<file path="config.mk">
export PLATFORM = sky130hd
export DESIGN_NAME = weight_act_sequencer
export DESIGN_NICKNAME = d
export VERILOG_FILES = /design/src/rtl/weight_act_sequencer.sv
export SDC_FILE = /design/constraint.sdc
export NUM_CORES = 1
export LEC_CHECK = 0
export CAP_MARGIN = 25
export CORE_UTILIZATION = 35
export CTS_CLUSTER_DIAMETER = 80
export CTS_CLUSTER_SIZE = 10
export DETAILED_ROUTE_END_ITERATION = 10
export GPL_TIMING_DRIVEN = 0
export PLACE_DENSITY = 0.69
export SYNTH_ARGS = -nofsm -noshare
export SYNTH_HDL_FRONTEND = slang
export SYNTH_SLANG_ARGS = --single-unit
</file>
<file path="constraint.sdc">
create_clock -name clk_i -period 3.4 [get_ports clk_i]
set_input_delay 0.68 -clock clk_i [delete_from_list [all_inputs] [get_ports clk_i]]
set_output_delay 0.68 -clock clk_i [all_outputs]
set_load 0.03 [all_outputs]
</file>
<file path="src/rtl/weight_act_sequencer.sv">
// Feeds a ROWS x COLS double-buffered PE grid: loads weight tiles into the shadow bank,
// streams skewed activation vectors, and swaps banks when the shadow is full and compute is idle.
module weight_act_sequencer #(
    parameter int DATA_WIDTH = 8,
    parameter int ROWS       = 4,
    parameter int COLS       = 4
) (
    input  logic                              clk_i,
    input  logic                              rst_ni,
    input  logic                              wt_valid_i,
    output logic                              wt_ready_o,
    input  logic [COLS*DATA_WIDTH-1:0]        wt_data_i,
    input  logic                              act_valid_i,
    output logic                              act_ready_o,
    input  logic [ROWS*DATA_WIDTH-1:0]        act_data_i,
    input  logic                              act_last_i,
    output logic [COLS*(DATA_WIDTH+2)-1:0]    weight_o,
    output logic [ROWS*(DATA_WIDTH+2)-1:0]    act_o,
    output logic                              bank_o,
    output logic                              tile_done_o,
    output logic                              busy_o
);

    localparam int EW = DATA_WIDTH + 2;
    localparam int CW = $clog2(ROWS + COLS + 1);

    typedef enum logic [1:0] {W_IDLE, W_LOAD, W_SETTLE, W_READY} w_state_t;
    typedef enum logic [1:0] {C_IDLE, C_RUN, C_DRAIN} c_state_t;

    w_state_t                  w_state_reg, w_state_next;
    logic [CW-1:0]             w_cnt_reg, w_cnt_next;
    c_state_t                  c_state_reg, c_state_next;
    logic [CW-1:0]             c_cnt_reg, c_cnt_next;
    logic                      bank_reg, bank_next;
    logic                      tile_done_reg, tile_done_next;
    logic                      wt_valid_reg;
    logic [COLS*DATA_WIDTH-1:0] wt_data_reg;
    logic [ROWS*DATA_WIDTH-1:0] act_in;
    logic                      wt_fire;
    logic                      act_fire;
    logic                      swap;

    // Ready is held low while reset is asserted so nothing is accepted before release.
    assign wt_ready_o  = rst_ni && ((w_state_reg == W_IDLE) || (w_state_reg == W_LOAD));
    assign act_ready_o = (c_state_reg == C_RUN);
    assign wt_fire     = wt_valid_i && wt_ready_o;
    assign act_fire    = act_valid_i && act_ready_o;
    assign swap        = (c_state_reg == C_IDLE) && (w_state_reg == W_READY);

    assign bank_o      = bank_reg;
    assign tile_done_o = tile_done_reg;
    assign busy_o      = (w_state_reg != W_IDLE) || (c_state_reg != C_IDLE);

    always_comb begin
        w_state_next = w_state_reg;
        w_cnt_next   = w_cnt_reg;
        unique case (w_state_reg)
            W_IDLE: begin
                if (wt_fire) begin
                    if (ROWS == 1) begin
                        w_state_next = W_SETTLE;
                        w_cnt_next   = '0;
                    end else begin
                        w_state_next = W_LOAD;
                        w_cnt_next   = CW'(1);
                    end
                end
            end
            W_LOAD: begin
                if (wt_fire) begin
                    if (w_cnt_reg == CW'(ROWS - 1)) begin
                        w_state_next = W_SETTLE;
                        w_cnt_next   = '0;
                    end else begin
                        w_cnt_next = w_cnt_reg + CW'(1);
                    end
                end
            end
            W_SETTLE: begin
                // Give the last beat ROWS cycles to ripple down to the bottom PE row.
                if (w_cnt_reg == CW'(ROWS - 1)) begin
                    w_state_next = W_READY;
                    w_cnt_next   = '0;
                end else begin
                    w_cnt_next = w_cnt_reg + CW'(1);
                end
            end
            W_READY: begin
                if (swap) begin
                    w_state_next = W_IDLE;
                end
            end
            default: begin
                w_state_next = W_IDLE;
                w_cnt_next   = '0;
            end
        endcase
    end

    always_comb begin
        c_state_next   = c_state_reg;
        c_cnt_next     = c_cnt_reg;
        tile_done_next = 1'b0;
        unique case (c_state_reg)
            C_IDLE: begin
                if (swap) begin
                    c_state_next = C_RUN;
                end
            end
            C_RUN: begin
                if (act_fire && act_last_i) begin
                    c_state_next = C_DRAIN;
                    c_cnt_next   = '0;
                end
            end
            C_DRAIN: begin
                // Flush the skew pipe and the PE array diagonal before reporting done.
                if (c_cnt_reg == CW'(ROWS + COLS - 1)) begin
                    c_state_next   = C_IDLE;
                    c_cnt_next     = '0;
                    tile_done_next = 1'b1;
                end else begin
                    c_cnt_next = c_cnt_reg + CW'(1);
                end
            end
            default: begin
                c_state_next = C_IDLE;
                c_cnt_next   = '0;
            end
        endcase
    end

    assign bank_next = swap ? ~bank_reg : bank_reg;

    always_ff @(posedge clk_i or negedge rst_ni) begin
        if (!rst_ni) begin
            w_state_reg   <= W_IDLE;
            w_cnt_reg     <= '0;
            c_state_reg   <= C_IDLE;
            c_cnt_reg     <= '0;
            bank_reg      <= 1'b0;
            tile_done_reg <= 1'b0;
        end else begin
            w_state_reg   <= w_state_next;
            w_cnt_reg     <= w_cnt_next;
            c_state_reg   <= c_state_next;
            c_cnt_reg     <= c_cnt_next;
            bank_reg      <= bank_next;
            tile_done_reg <= tile_done_next;
        end
    end

    always_ff @(posedge clk_i or negedge rst_ni) begin
        if (!rst_ni) begin
            wt_valid_reg <= 1'b0;
            wt_data_reg  <= '0;
        end else begin
            wt_valid_reg <= wt_fire;
            wt_data_reg  <= wt_fire ? wt_data_i : '0;
        end
    end

    // sel always mirrors the live bank so PEs forward the new select right after a swap.
    for (genvar gi = 0; gi < COLS; gi++) begin : g_wcol
        assign weight_o[gi*EW +: EW] = {wt_data_reg[gi*DATA_WIDTH +: DATA_WIDTH], bank_reg, wt_valid_reg};
    end

    assign act_in = act_fire ? act_data_i : '0;

    // Row gi sees its lane through gi+1 register stages, giving the diagonal wavefront.
    for (genvar gi = 0; gi < ROWS; gi++) begin : g_skew
        logic [DATA_WIDTH-1:0] skew_reg [gi+1];

        always_ff @(posedge clk_i or negedge rst_ni) begin
            if (!rst_ni) begin
                for (int k = 0; k <= gi; k++) begin
                    skew_reg[k] <= '0;
                end
            end else begin
                skew_reg[0] <= act_in[gi*DATA_WIDTH +: DATA_WIDTH];
                for (int k = 1; k <= gi; k++) begin
                    skew_reg[k] <= skew_reg[k-1];
                end
            end
        end

        assign act_o[gi*EW +: EW] = {2'b00, skew_reg[gi]};
    end

endmodule

</file>
==> flow_summary.json <==
{
  "grt_usage_pct": 14.4,
  "finalPower_mw": 5.04,
  "min_path_type": "in -> async",
  "tritoncts": "yes",
  "rsz0062_at_grt": "no",
  "drt_pass1_iterations": 6,
  "layout.nets": 548,
  "synth_cells": 300,
  "status": "complete, no violations",
  "largest_reg_flops": 56,
  "critPathKind": "reg -> out",
  "whs_ns": 0.241,
  "grt_pass1_wl_um": 13600,
  "fmax_mhz": 357,
  "seqCellArea_mm2": 0.00318,
  "clk_pin_slew_ns": 0.06,
  "crit_required_ns": 2.72,
  "cts.hold.buffers_added": 0,
  "fp-row-count": 40,
  "cellPowerDensity_mw_per_mm2": 762,
  "ys_seq_area_share_pct": 73.4,
  "crit_chain": "and2b_1 > buf_2 > clkdlybuf4s50_1",
  "synth_warnings": 0,
  "finClkSkew_ns": 0.00732,
  "worst_slack_ns": 0.597,
  "arrival_ns": 2.12,
  "core_area_mm2": 0.0120,
  "drc": 0,
  "switching_share_pct": 29.7,
  "setup_viol": 0,
  "leakage_nw": 3.29,
  "dp_hpwl_um": 6100,
  "worst-slew-pin-transition_ns": 0.553,
  "num_io_pins": 154,
  "cts_buffers": 17,
  "cts_root_buffer": "clkbuf_16",
  "final_common_cell": "clkdlybuf4s50_1",
  "instances_no_fill": 631,
  "vias": 2697,
  "fin_crit_ns": 2.80,
  "cts_sinks": 127,
  "syn_area_per_cell_um2": 14.4,
  "clockBufferDepth": 2,
  "postRouteAntennaNets": 0,
  "grt_pass1_vias": 2747,
  "gr-total-overflow": 0,
  "routedWlPerCell_um": 13.6,
  "regToRegStartpoint": "w_state_reg[1]$_DFFE_PN0P_",
  "irDropWorstVdd_mv": 0.344,
  "final.period_utilization_pct": 82.4,
  "drv_cap": 0,
  "netlist-cell-type-count": 30,
  "n_fill_cell": 980,
  "hold_viol_final": 0,
  "clkLatencyLatePin_ns": 0.40,
  "startpoint": "c_state_reg[1]$_DFFE_PN0P_",
  "first_iter_violations": 123,
  "htreeDepth": 4,
  "start_util_pct": 36.0,
  "cts_setup_buffers": 0,
  "die_w_um": 113,
  "p_sw_mw": 1.50,
  "clkPwrFrac_pct": 35.6,
  "area_growth_pct": 52.8,
  "routed_wl_um": 8570,
  "relSlewSlack_pct": 63.1,
  "worst_setup_path_start_kind": "register",
  "drv_slew": 0,
  "fin_setup_tns_ns": 0,
  "final_cell_mix": "clkdlybuf4s50_1, dfrtp_1, buf_4",
  "multiInputGateArea_um2": 826,
  "insertedDiodeCount": 0,
  "cp_slowest_cell": "clkdlybuf4s50_1",
  "final_area_mm2": 0.00662,
  "cts_resized": 0,
  "antenna_found_initial": 0,
  "die_h_um": 113,
  "final_core_util_pct": 55.1,
  "sequentialPowerShare_pct": 37.2,
  "syn_area_mm2": 0.00433,
  "synth-seq-cells": 127,
  "place_inst": 600,
  "p_int_mw": 3.54,
  "pre_cts_slack_ns": 0.663,
  "crit_path_end_kind": "primary output",
  "vias_per_cell": 4.27,
  "pwr-share-comb_pct": 27.2,
  "numPortBuffers": 145,
  "slowest_delay_ns": 0.70,
  "dieArea_mm2": 0.0128,
  "gp_congestion": 0.739,
  "drive_above_1_share_pct": 15.5,
  "crit_fanout": 10,
  "place_area_mm2": 0.00602,
  "grt_max_degree": 72
}
-- cell families (layout without fill, tap and decap cells) --
kind of cell             count (synthesis)  in the layout  synth area share, %
flip-flops                             127            127                 73.4
AND/OR/NAND/NOR                         91             91                 12.5
buffers and inverters                   53            230                 8.12
AO/OA/AOI/OAI                           18             18                 3.15
adder cells (fa/ha/maj)                  7              7                 2.02
XOR/XNOR                                 2              2                0.405
other                                    1              8               0.0866
multiplexers                             1              1                0.347
-- power groups by stage --
stage | clock network, mW | registers [mW] | logic (mW)
3_3_place_gp | 0 | 1.89 | 1.35
6_report | 1.79 | 1.88 | 1.37
4_1_cts | 1.83 | 1.88 | 1.39
2_1_floorplan | 0 | 2.01 | 0.703
3_5_place_dp | 0 | 1.90 | 1.38
5_1_grt | 1.91 | 1.91 | 1.47
-- cell usage after synthesis (all sizes together) --
cell | n | share of area, %
dfrtp | 127 | 73
buf | 42 | 7.2
and2 | 33 | 4.8
and3 | 32 | 4.6
nand2 | 10 | 0.87
clkbuf | 7 | 0.61
ha | 7 | 2.0
nand3 | 5 | 0.58
o21ai | 5 | 0.58
inv | 4 | 0.35
a22o | 3 | 0.61
nor2 | 3 | 0.26
o21a | 3 | 0.52
and2b | 2 | 0.35
nor3b | 2 | 0.35
o211ai | 2 | 0.35
a21oi | 1 | 0.12
a31oi | 1 | 0.14
a32o | 1 | 0.23
and4b | 1 | 0.23
conb | 1 | 0.087
mux2 | 1 | 0.35
nand3b | 1 | 0.17
nor3 | 1 | 0.12
o211a | 1 | 0.40
o2bb2ai | 1 | 0.20
or3 | 1 | 0.14
xnor2 | 1 | 0.20
xor2 | 1 | 0.20
-- per-layer routing --
layer	GRT usage [%]	wire length, µm	share of wire (%)	vias up
met3	5.62	358	4.2	11
met1	15.9	3470	40	1329
met2	24.4	4560	53	79
met4	6.75	182	2.1	0
met5	0	0	0	-
li1	-	-	-	1278
-- worst max-delay path, delay by kind of cell, from the launching register on --
| kind | cells | cell delay [ns] |
|---|---|---|
| buf+inv | 2 | 0.95 |
| simple gates | 1 | 0.35 |
| flops | 1 | 0.42 |
-- final timing paths --
| check | slack [ns] | cells past startpoint | to |
|---|---|---|---|
| max in group asynchronous | 2.44 | 2 | wt_data_reg[24]$_DFF_PN0_ |
| max reg2reg | 1.62 | 5 | w_cnt_reg[3]$_DFFE_PN0P_ |
| max | 0.60 | 3 | act_ready_o |
| min reg2reg | 0.34 | 0 | g_skew[3].skew_reg[15]$_DFF_PN0_ |
| min | 0.24 | 1 | g_skew[3].skew_reg[19]$_DFF_PN0_ |
| min in group clk_i | 0.34 | 0 | g_skew[3].skew_reg[15]$_DFF_PN0_ |
-- layout make-up --
cell class,instances,share of cell area (%)
Timing Repair Buffer,146,22.4
Multi-Input combinational cell,127,12.5
Inverter,4,0.227
Clock buffer,19,6.54
Buffer,49,5.09
Tap cell,147,2.78
Clock inverter,12,2.46
Sequential cell,127,48.0
Power figures use the tool's default switching activity.
